--- config.mk ---
export PLATFORM = sky130hd
export DESIGN_NAME = char_motion_ctrl_flat
export DESIGN_NICKNAME = d
export VERILOG_FILES = /design/src/rtl/char_motion_ctrl_if.sv /design/src/rtl/char_motion_ctrl.sv /design/src/flat_wrapper.sv
export SDC_FILE = /design/constraint.sdc
export NUM_CORES = 1
export LEC_CHECK = 0
export CORE_MARGIN = 5
export CORE_UTILIZATION = 50
export CTS_CLUSTER_DIAMETER = 200
export DETAILED_ROUTE_END_ITERATION = 6
export GPL_ROUTABILITY_DRIVEN = 0
export PLACE_DENSITY = 0.68
export REMOVE_ABC_BUFFERS = 1
export SLEW_MARGIN = 20
export SYNTH_ARGS = -nofsm -noshare
export SYNTH_HDL_FRONTEND = slang
export SYNTH_SLANG_ARGS = --single-unit
--- constraint.sdc ---
create_clock -name sys_clk -period 5.6 [get_ports sys_clk]
set_clock_uncertainty 0.15 [all_clocks]
set_input_delay 1.12 -clock sys_clk [delete_from_list [all_inputs] [get_ports sys_clk]]
set_output_delay 1.12 -clock sys_clk [all_outputs]
set_load 0.01 [all_outputs]
--- src/rtl/char_motion_ctrl_if.sv ---
// ------------------------------------------------------------------------
// char_motion_ctrl_if : keypad, blocking-RAM and position bus. Rev 1.0
// ------------------------------------------------------------------------
`default_nettype none

interface char_motion_if #(
  parameter int COORD_W = 10,
  parameter int ADDR_W  = 20
) ();
  logic [3:0]         mov;
  logic [ADDR_W-1:0]  blk_addr;
  logic               blk_in;
  logic [COORD_W-1:0] char_x;
  logic [COORD_W-1:0] char_y;
  logic               on_ground;
  logic               jumping;
  logic               busy;
  logic               move_done;

  modport master (
    input  mov, blk_in,
    output blk_addr, char_x, char_y, on_ground, jumping, busy, move_done
  );

  modport slave (
    output mov, blk_in,
    input  blk_addr, char_x, char_y, on_ground, jumping, busy, move_done
  );
endinterface

`default_nettype wire

--- src/rtl/char_motion_ctrl.sv ---
// ------------------------------------------------------------------------
// char_motion_ctrl : tick-driven character motion with predictive collision probing. Rev 1.0
// ------------------------------------------------------------------------
`default_nettype none

module char_motion_ctrl #(
  parameter int COORD_W  = 10,
  parameter int ADDR_W   = 20,
  parameter int MAP_W    = 960,
  parameter int MAP_H    = 500,
  parameter int X_INIT   = 244,
  parameter int Y_INIT   = 350,
  parameter int TICK_DIV = 200000,
  parameter int JUMP_H   = 48,
  parameter int RAM_LAT  = 1
) (
  input  logic         sys_clk,
  input  logic         rst_n,
  char_motion_if.master bus
);

  localparam int TC_W   = (TICK_DIV > 1) ? $clog2(TICK_DIV) : 1;
  localparam int WC_W   = (RAM_LAT > 1) ? $clog2(RAM_LAT) : 1;
  localparam int JC_W   = $clog2(JUMP_H + 1);
  localparam int FULL_W = COORD_W + 32;

  localparam logic [TC_W-1:0]    C_TICK_LAST = TC_W'(TICK_DIV - 1);
  localparam logic [WC_W-1:0]    C_WAIT_LAST = WC_W'(RAM_LAT - 1);
  localparam logic [JC_W-1:0]    C_JUMP_H    = JC_W'(JUMP_H);
  localparam logic [COORD_W-1:0] C_X_MAX     = COORD_W'(MAP_W - 1);
  localparam logic [COORD_W-1:0] C_Y_FLOOR   = COORD_W'(MAP_H);
  localparam logic [COORD_W-1:0] C_X_INIT    = COORD_W'(X_INIT);
  localparam logic [COORD_W-1:0] C_Y_INIT    = COORD_W'(Y_INIT);

  localparam logic [2:0] S_IDLE    = 3'd0;
  localparam logic [2:0] S_PROBE_H = 3'd1;
  localparam logic [2:0] S_WAIT_H  = 3'd2;
  localparam logic [2:0] S_PROBE_V = 3'd3;
  localparam logic [2:0] S_WAIT_V  = 3'd4;
  localparam logic [2:0] S_COMMIT  = 3'd5;

  localparam logic [1:0] V_GROUND = 2'd0;
  localparam logic [1:0] V_RISE   = 2'd1;
  localparam logic [1:0] V_FALL   = 2'd2;

  logic [TC_W-1:0]    tick_cnt_q, tick_cnt_d;
  logic               tick_q, tick_d;
  logic [2:0]         state_q, state_d;
  logic [WC_W-1:0]    wait_cnt_q, wait_cnt_d;
  // Latched keypad: [2]=up, [1]=left, [0]=right; down is not stored.
  logic [2:0]         mov_q, mov_d;
  logic [COORD_W-1:0] x_q, x_d;
  logic [COORD_W-1:0] y_q, y_d;
  logic [COORD_W-1:0] xn_q, xn_d;
  logic [1:0]         vst_q, vst_d;
  logic [JC_W-1:0]    jcnt_q, jcnt_d;
  logic [ADDR_W-1:0]  blk_addr_q, blk_addr_d;
  logic               vprobe_q, vprobe_d;
  logic               busy_q, busy_d;
  logic               done_q, done_d;

  logic               w_right, w_left, w_h_ok;
  logic [COORD_W-1:0] w_x_cand, w_x_next;
  logic               w_jump_start;
  logic [1:0]         w_vmode;
  logic [JC_W-1:0]    w_jbase, w_jnext;
  logic [COORD_W-1:0] w_y_up, w_y_dn, w_v_addr_y;
  logic               w_v_probe, w_v_clear;

  function automatic logic [ADDR_W-1:0] pix_addr(input logic [COORD_W-1:0] cx,
                                                 input logic [COORD_W-1:0] cy);
    logic [FULL_W-1:0] full;
    full = FULL_W'(cy) * FULL_W'(MAP_W) + FULL_W'(cx);
    return full[ADDR_W-1:0];
  endfunction

  always_comb begin
    w_right      = mov_q[0] & ~mov_q[1];
    w_left       = mov_q[1] & ~mov_q[0];
    w_h_ok       = (w_right && (x_q < C_X_MAX)) || (w_left && (x_q != '0));
    w_x_cand     = w_right ? (x_q + 1'b1) : (x_q - 1'b1);
    // Only valid in PROBE_V, where blk_in carries the horizontal probe result.
    w_x_next     = (w_h_ok && !bus.blk_in) ? w_x_cand : x_q;
    // A jump request from GROUND is evaluated as a RISE step on the same tick.
    w_jump_start = (vst_q == V_GROUND) && mov_q[2];
    w_vmode      = w_jump_start ? V_RISE : vst_q;
    w_jbase      = w_jump_start ? '0 : jcnt_q;
    w_jnext      = w_jbase + 1'b1;
    w_y_up       = y_q - 1'b1;
    w_y_dn       = y_q + 1'b1;
    w_v_probe    = (w_vmode == V_RISE) ? (y_q != '0) : (y_q < C_Y_FLOOR);
    w_v_addr_y   = (w_vmode == V_RISE) ? w_y_up : w_y_dn;
    w_v_clear    = vprobe_q && !bus.blk_in;
  end

  always_comb begin
    tick_cnt_d = (tick_cnt_q == C_TICK_LAST) ? '0 : (tick_cnt_q + 1'b1);
    tick_d     = (tick_cnt_q == C_TICK_LAST);
    state_d    = state_q;
    wait_cnt_d = wait_cnt_q;
    mov_d      = mov_q;
    x_d        = x_q;
    y_d        = y_q;
    xn_d       = xn_q;
    vst_d      = vst_q;
    jcnt_d     = jcnt_q;
    blk_addr_d = blk_addr_q;
    vprobe_d   = vprobe_q;
    done_d     = 1'b0;

    case (state_q)
      S_IDLE: begin
        if (tick_q) begin
          mov_d   = {bus.mov[3], bus.mov[1], bus.mov[0]};
          state_d = S_PROBE_H;
        end
      end
      S_PROBE_H: begin
        if (w_h_ok) begin
          blk_addr_d = pix_addr(w_x_cand, y_q);
        end
        wait_cnt_d = '0;
        state_d    = S_WAIT_H;
      end
      S_WAIT_H: begin
        if (wait_cnt_q == C_WAIT_LAST) begin
          state_d = S_PROBE_V;
        end else begin
          wait_cnt_d = wait_cnt_q + 1'b1;
        end
      end
      S_PROBE_V: begin
        xn_d     = w_x_next;
        vprobe_d = w_v_probe;
        if (w_v_probe) begin
          blk_addr_d = pix_addr(w_x_next, w_v_addr_y);
        end
        wait_cnt_d = '0;
        state_d    = S_WAIT_V;
      end
      S_WAIT_V: begin
        if (wait_cnt_q == C_WAIT_LAST) begin
          state_d = S_COMMIT;
        end else begin
          wait_cnt_d = wait_cnt_q + 1'b1;
        end
      end
      S_COMMIT: begin
        x_d     = xn_q;
        done_d  = 1'b1;
        state_d = S_IDLE;
        case (w_vmode)
          V_RISE: begin
            if (w_v_clear) begin
              y_d    = w_y_up;
              jcnt_d = w_jnext;
              vst_d  = (w_jnext == C_JUMP_H) ? V_FALL : V_RISE;
            end else begin
              jcnt_d = w_jbase;
              vst_d  = V_FALL;
            end
          end
          V_GROUND: begin
            if (w_v_clear) begin
              y_d   = w_y_dn;
              vst_d = V_FALL;
            end
          end
          default: begin
            if (w_v_clear) begin
              y_d = w_y_dn;
            end else begin
              vst_d = V_GROUND;
            end
          end
        endcase
      end
      default: state_d = S_IDLE;
    endcase

    busy_d = (state_d != S_IDLE);
  end

  always_ff @(posedge sys_clk or negedge rst_n) begin
    if (!rst_n) begin
      tick_cnt_q <= '0;
      tick_q     <= 1'b0;
      state_q    <= S_IDLE;
      wait_cnt_q <= '0;
      mov_q      <= '0;
      x_q        <= C_X_INIT;
      y_q        <= C_Y_INIT;
      xn_q       <= C_X_INIT;
      vst_q      <= V_FALL;
      jcnt_q     <= '0;
      blk_addr_q <= '0;
      vprobe_q   <= 1'b0;
      busy_q     <= 1'b0;
      done_q     <= 1'b0;
    end else begin
      tick_cnt_q <= tick_cnt_d;
      tick_q     <= tick_d;
      state_q    <= state_d;
      wait_cnt_q <= wait_cnt_d;
      mov_q      <= mov_d;
      x_q        <= x_d;
      y_q        <= y_d;
      xn_q       <= xn_d;
      vst_q      <= vst_d;
      jcnt_q     <= jcnt_d;
      blk_addr_q <= blk_addr_d;
      vprobe_q   <= vprobe_d;
      busy_q     <= busy_d;
      done_q     <= done_d;
    end
  end

  assign bus.blk_addr  = blk_addr_q;
  assign bus.char_x    = x_q;
  assign bus.char_y    = y_q;
  assign bus.on_ground = (vst_q == V_GROUND);
  assign bus.jumping   = (vst_q == V_RISE);
  assign bus.busy      = busy_q;
  assign bus.move_done = done_q;

endmodule

`default_nettype wire

--- src/flat_wrapper.sv ---
// flat-port wrapper written by rule: the top's interface ports become plain ports
module char_motion_ctrl_flat 
#(
  parameter int COORD_W  = 10,
  parameter int ADDR_W   = 20,
  parameter int MAP_W    = 960,
  parameter int MAP_H    = 500,
  parameter int X_INIT   = 244,
  parameter int Y_INIT   = 350,
  parameter int TICK_DIV = 200000,
  parameter int JUMP_H   = 48,
  parameter int RAM_LAT  = 1
)
  (sys_clk, rst_n, bus_mov, bus_blk_in, bus_blk_addr, bus_char_x, bus_char_y, bus_on_ground, bus_jumping, bus_busy, bus_move_done);
  char_motion_if #(.COORD_W(COORD_W), .ADDR_W(ADDR_W)) bus_i ();
  input  logic sys_clk;
  input  logic rst_n;
  input wire logic [$bits(bus_i.mov)-1:0] bus_mov;
  input wire logic [$bits(bus_i.blk_in)-1:0] bus_blk_in;
  output wire logic [$bits(bus_i.blk_addr)-1:0] bus_blk_addr;
  output wire logic [$bits(bus_i.char_x)-1:0] bus_char_x;
  output wire logic [$bits(bus_i.char_y)-1:0] bus_char_y;
  output wire logic [$bits(bus_i.on_ground)-1:0] bus_on_ground;
  output wire logic [$bits(bus_i.jumping)-1:0] bus_jumping;
  output wire logic [$bits(bus_i.busy)-1:0] bus_busy;
  output wire logic [$bits(bus_i.move_done)-1:0] bus_move_done;
  assign bus_i.mov = bus_mov;
  assign bus_i.blk_in = bus_blk_in;
  assign bus_blk_addr = bus_i.blk_addr;
  assign bus_char_x = bus_i.char_x;
  assign bus_char_y = bus_i.char_y;
  assign bus_on_ground = bus_i.on_ground;
  assign bus_jumping = bus_i.jumping;
  assign bus_busy = bus_i.busy;
  assign bus_move_done = bus_i.move_done;
  char_motion_ctrl #(.COORD_W(COORD_W), .ADDR_W(ADDR_W), .MAP_W(MAP_W), .MAP_H(MAP_H), .X_INIT(X_INIT), .Y_INIT(Y_INIT), .TICK_DIV(TICK_DIV), .JUMP_H(JUMP_H), .RAM_LAT(RAM_LAT)) u_core (.sys_clk(sys_clk), .rst_n(rst_n), .bus(bus_i));
endmodule
==> flow_summary.yaml <==
run_status:
  status: "complete, no violations"
power:
  peakVddDrop_mv: 0.1330
  power.net_switching_w: 0.0002891
  clock_power_share: 0.483
  cellLeakagePower_nw: 4.050
  p_seq_frac: 0.504
  comb_power_share: 0.013
  switching_share: 0.2339
  power_per_cell_area_mw_per_mm2: 140.8
  p_int_w: 0.0009467
  total_power_w: 0.001236
sta:
  worstMarginPinSlew_ns: 0.8652
  timing.slew.headroom: 0.4211
  period_needed_ns: 5.412
  maxSlewViolCount: 0
  clock.fmax_mhz: 184.8
  rsz0062_at_grt: "true"
  final_min_period_over_clock_period: 0.9664
  number_of_failing_hold_endpoints_at_the_final_stage: 0
  report.final.setup_viol: 0
setup_path:
  r2r-start: "u_core.vst_q[1]"
  timing.critical_path.slowest_cell_delay_ns: 0.56
  worst_r2r_path_depth: 24
  critical-path-top-cell-by-count: "sky130_fd_sc_hd__inv_1"
  timing.critical_path.required_ns: 5.71
  worst-path-max-fanout: 5
  critPathArrivalTime_ns: 5.52
  cells_along_the_critical_path: "inv_1 -> o21ai_2 -> inv_2 -> fa_2 -> a21o_1 -> a21oi_2 -> o21bai_1 -> a21oi_2 -> o21bai_1 -> a21oi_1 -> xnor2_1 -> inv_1 -> fa_1 -> fa_1 -> inv_1 -> ha_4 -> o21a_1 -> o21ai_1 -> a31oi_1 -> o22ai_2 -> xor2_2 -> o32ai_2 -> nand2_1 -> o31ai_2"
  r2r_setup_slack_ns: 0.19
  start_kind: "flip-flop"
  crit_family: "compound AO/OA/AOI/OAI gates"
  critPathBufInv: 4
  critical_path_class: "reg -> reg"
  timing.critical_path.to_type: "flip-flop"
  worst_path_max_delay_cell: "sky130_fd_sc_hd__dfstp_2"
  rr_endpoint: "u_core.bus.blk_addr[19]"
die:
  coreArea_mm2: 0.01464
  placement_rows: 44
  start_util: 0.5144
  die_height_um: 132.7
  die_w_um: 132.7
  io_pins: 51
  die_area_mm2: 0.01762
yosys:
  synth.ff_latch_count: 86
  yosys_warning_total: 0
  synthDistinctLibCells: 85
  syn-cell-area_mm2: 0.007533
  yosysSeqAreaShare: 0.2885
  synth_cells: 813
  post_synthesis_async_set_or_reset_flop_share: 1.000
  synth_flop_cell: "sky130_fd_sc_hd__dfrtp_1"
  synth_edf_count: 0
  avgSynthCellArea_um2: 9.266
clock_network:
  htree_levels: 3
  cts_root_buf: "sky130_fd_sc_hd__clkbuf_16"
  tritoncts_clock_tree: "done"
  cts_num_sinks: 86
  cts-buffers-inserted: 9
  insertion_delay_ns: 0.35
  clk_transition_reported_paths_ns: 0.07
  clock_tree.buffer_depth: 2
  hold_buffers: 0
worst_hold_path:
  timing.hold.worst.start: "u_core.xn_q[2]"
  worst_hold_path.endpoint: "u_core.bus.char_x[2]"
  hold_path.class: "reg -> reg"
  min_path_cells: 2
global_route:
  grt_pass1_vias: 5991
  gr-total-overflow: 0
  grt_antenna_before_repair: 0
  grt_first_pass_wirelength_um: 28480
  grt_util_all_layers: 0.1950
  grt_start_max_net_pins: 87
finish:
  final_layout_size_suffix_gt1_frac: 0.1429
  layout_commonest_cell: "sky130_fd_sc_hd__nand2_1"
  mostFrequentLayoutCells: "sky130_fd_sc_hd__nand2_1 (103), sky130_fd_sc_hd__dfrtp_1 (69), sky130_fd_sc_hd__ha_1 (67)"
  seqCellArea_mm2: 0.002173
  filler_cell_count: 1268
  antennaDiodeCount: 0
  final_area_mm2: 0.008775
  multiInputGateArea_mm2: 0.005096
  num-nets-final: 996
  syn_to_final_growth_pct: 16.48
routing:
  mean_number_of_vias_per_cell: 5.551
  wl_um: 16800
  drt-initial-drc-count: 277
  post-route-drc-count: 0
  detail-route-antenna-nets: 0
  routed_wire_length_per_instance_um: 15.65
  detailedRoute.firstPassIterationCount: 4
  dr_total_vias: 5956
job:
  timing.max_cap.violations: 0
place:
  place_hpwl_um: 12960
  placement.io_buffers: 49
  placed_instance_area_mm2: 0.008352
worst reg2reg max path, stage by stage, from the launching register on:
cell and delay [ns]:
sky130_fd_sc_hd__dfstp_2 0.56, sky130_fd_sc_hd__inv_1 0.07, sky130_fd_sc_hd__o21ai_2 0.07, sky130_fd_sc_hd__inv_2 0.10
sky130_fd_sc_hd__fa_2 0.36, sky130_fd_sc_hd__a21o_1 0.20, sky130_fd_sc_hd__a21oi_2 0.16, sky130_fd_sc_hd__o21bai_1 0.10
sky130_fd_sc_hd__a21oi_2 0.20, sky130_fd_sc_hd__o21bai_1 0.09, sky130_fd_sc_hd__a21oi_1 0.16, sky130_fd_sc_hd__xnor2_1 0.17
sky130_fd_sc_hd__inv_1 0.12, sky130_fd_sc_hd__fa_1 0.49, sky130_fd_sc_hd__fa_1 0.55, sky130_fd_sc_hd__inv_1 0.08
sky130_fd_sc_hd__ha_4 0.27, sky130_fd_sc_hd__o21a_1 0.15, sky130_fd_sc_hd__o21ai_1 0.07, sky130_fd_sc_hd__a31oi_1 0.28
sky130_fd_sc_hd__o22ai_2 0.13, sky130_fd_sc_hd__xor2_2 0.19, sky130_fd_sc_hd__o32ai_2 0.27, sky130_fd_sc_hd__nand2_1 0.10
sky130_fd_sc_hd__o31ai_2 0.25
area by class of cell:
type                       count  share of cell area
inverter                      67             0.02866
timing repair buffer          81             0.08342
tap                          184             0.02624
clock inverter                 6            0.005989
sequential                    86              0.2477
clock buffer                  10             0.02724
multi-input combinational    639              0.5808
logic make-up after synthesis:
family                     share of synthesized area
and+or+nand+nor                               0.1739
AOI/OAI and AO/OA                             0.1591
adders and majority gates                     0.2073
buffers and inverters                        0.04899
DFF                                           0.2885
xor gates and xnor gates                     0.08836
muxes                                        0.03388
layer usage:
| metal | track usage | wire (µm) | part of all wire | vias up |
|---|---|---|---|---|
| li1 | - | - | - | 2936 |
| met1 | 0.2490 | 7552 | 0.45 | 2905 |
| met2 | 0.3349 | 8313 | 0.49 | 96 |
| met3 | 0.03531 | 576 | 0.034 | 19 |
| met4 | 0.06409 | 354 | 0.021 | 0 |
| met5 | 0 | 0 | 0 | - |
how the worst max path moves through the flow:
stage	start	end	slack, ns	cells past startpoint
6_report	u_core.vst_q[1]	u_core.bus.blk_addr[19]	0.19	24
5_1_grt	u_core.vst_q[1]	u_core.bus.blk_addr[19]	-0.15	24
4_1_cts	u_core.vst_q[1]	u_core.bus.blk_addr[19]	0.03	23
3_5_place_dp	u_core.vst_q[1]	u_core.bus.blk_addr[19]	-0.03	23
3_3_place_gp	u_core.vst_q[1]	u_core.bus.blk_addr[19]	0.09	24
2_1_floorplan	u_core.mov_q[2]	u_core.bus.blk_addr[19]	-0.11	21
state kept, by name, summed over array words and instances (netlist names):
| register | cells |
|---|---|
| u_core.tick_cnt_q | 18 |
| u_core.bus.busy | 1 |
| u_core.xn_q | 10 |
| u_core.vst_q | 2 |
| u_core.tick_q | 1 |
| u_core.bus.char_y | 10 |
| u_core.bus.move_done | 1 |
| u_core.bus.blk_addr | 20 |
| u_core.jcnt_q | 6 |
| u_core.vprobe_q | 1 |
| u_core.bus.char_x | 10 |
| u_core.state_q | 3 |
| u_core.mov_q | 3 |
power groups by stage:
stage	Sequential, W	Combinational [W]	Clock [W]
floorplan	0.000634	0.000000715	0
global placement	0.000634	0.0000167	0
global route	0.000622	0.0000195	0.000638
detailed placement	0.000634	0.0000173	0
CTS	0.000623	0.0000173	0.000613
finish	0.000623	0.0000167	0.000596
synthesized netlist by cell type (4+ instances only):
master	count	area [µm²]
sky130_fd_sc_hd__a211oi_1	5	37.54
sky130_fd_sc_hd__a21o_1	12	90.09
sky130_fd_sc_hd__a21oi_1	29	145.1
sky130_fd_sc_hd__a31oi_1	7	43.79
sky130_fd_sc_hd__and2_1	6	37.54
sky130_fd_sc_hd__and3_1	9	56.30
sky130_fd_sc_hd__buf_2	4	20.02
sky130_fd_sc_hd__clkbuf_1	12	45.04
sky130_fd_sc_hd__dfrtp_1	69	1727
sky130_fd_sc_hd__dfstp_2	17	446.7
sky130_fd_sc_hd__fa_1	33	660.6
sky130_fd_sc_hd__ha_1	72	900.9
sky130_fd_sc_hd__inv_1	67	251.5
sky130_fd_sc_hd__mux2_2	8	90.09
sky130_fd_sc_hd__mux2i_1	15	150.1
sky130_fd_sc_hd__nand2_1	103	386.6
sky130_fd_sc_hd__nand2b_1	11	68.82
sky130_fd_sc_hd__nand3_1	19	95.09
sky130_fd_sc_hd__nand4_1	9	56.30
sky130_fd_sc_hd__nor2_1	45	168.9
sky130_fd_sc_hd__nor2b_1	12	75.07
sky130_fd_sc_hd__nor3_1	11	55.05
sky130_fd_sc_hd__nor3b_1	4	30.03
sky130_fd_sc_hd__o21ai_0	65	325.3
sky130_fd_sc_hd__o21bai_1	6	45.04
sky130_fd_sc_hd__o31ai_1	7	52.55
sky130_fd_sc_hd__xnor2_1	47	411.6
sky130_fd_sc_hd__xor2_1	24	210.2
through the flow:
stage	utilization	hold WS (ns)	cells	worst slack (ns)	TNS, ns
after floorplan	-	0.2829	792	-0.1059	-0.1059
after global placement	0.5703	0.2862	1054	0.09393	0
after detailed placement	0.5703	0.2929	1054	-0.03461	-0.04935
after CTS	0.5913	0.2955	1071	0.02915	0
after global routing	0.5992	0.3104	1073	-0.1522	-0.1975
final	0.5992	0.2972	1073	0.1884	0
timing repair:
| action | in CTS | in global routing |
|---|---|---|
| setup buffers | 1 | 2 |
| resized for setup | 4 | 20 |
| endpoints found under the setup margin | 2 | 5 |
| pin swaps | 1 | 5 |
(Power assumes the default switching activity.)
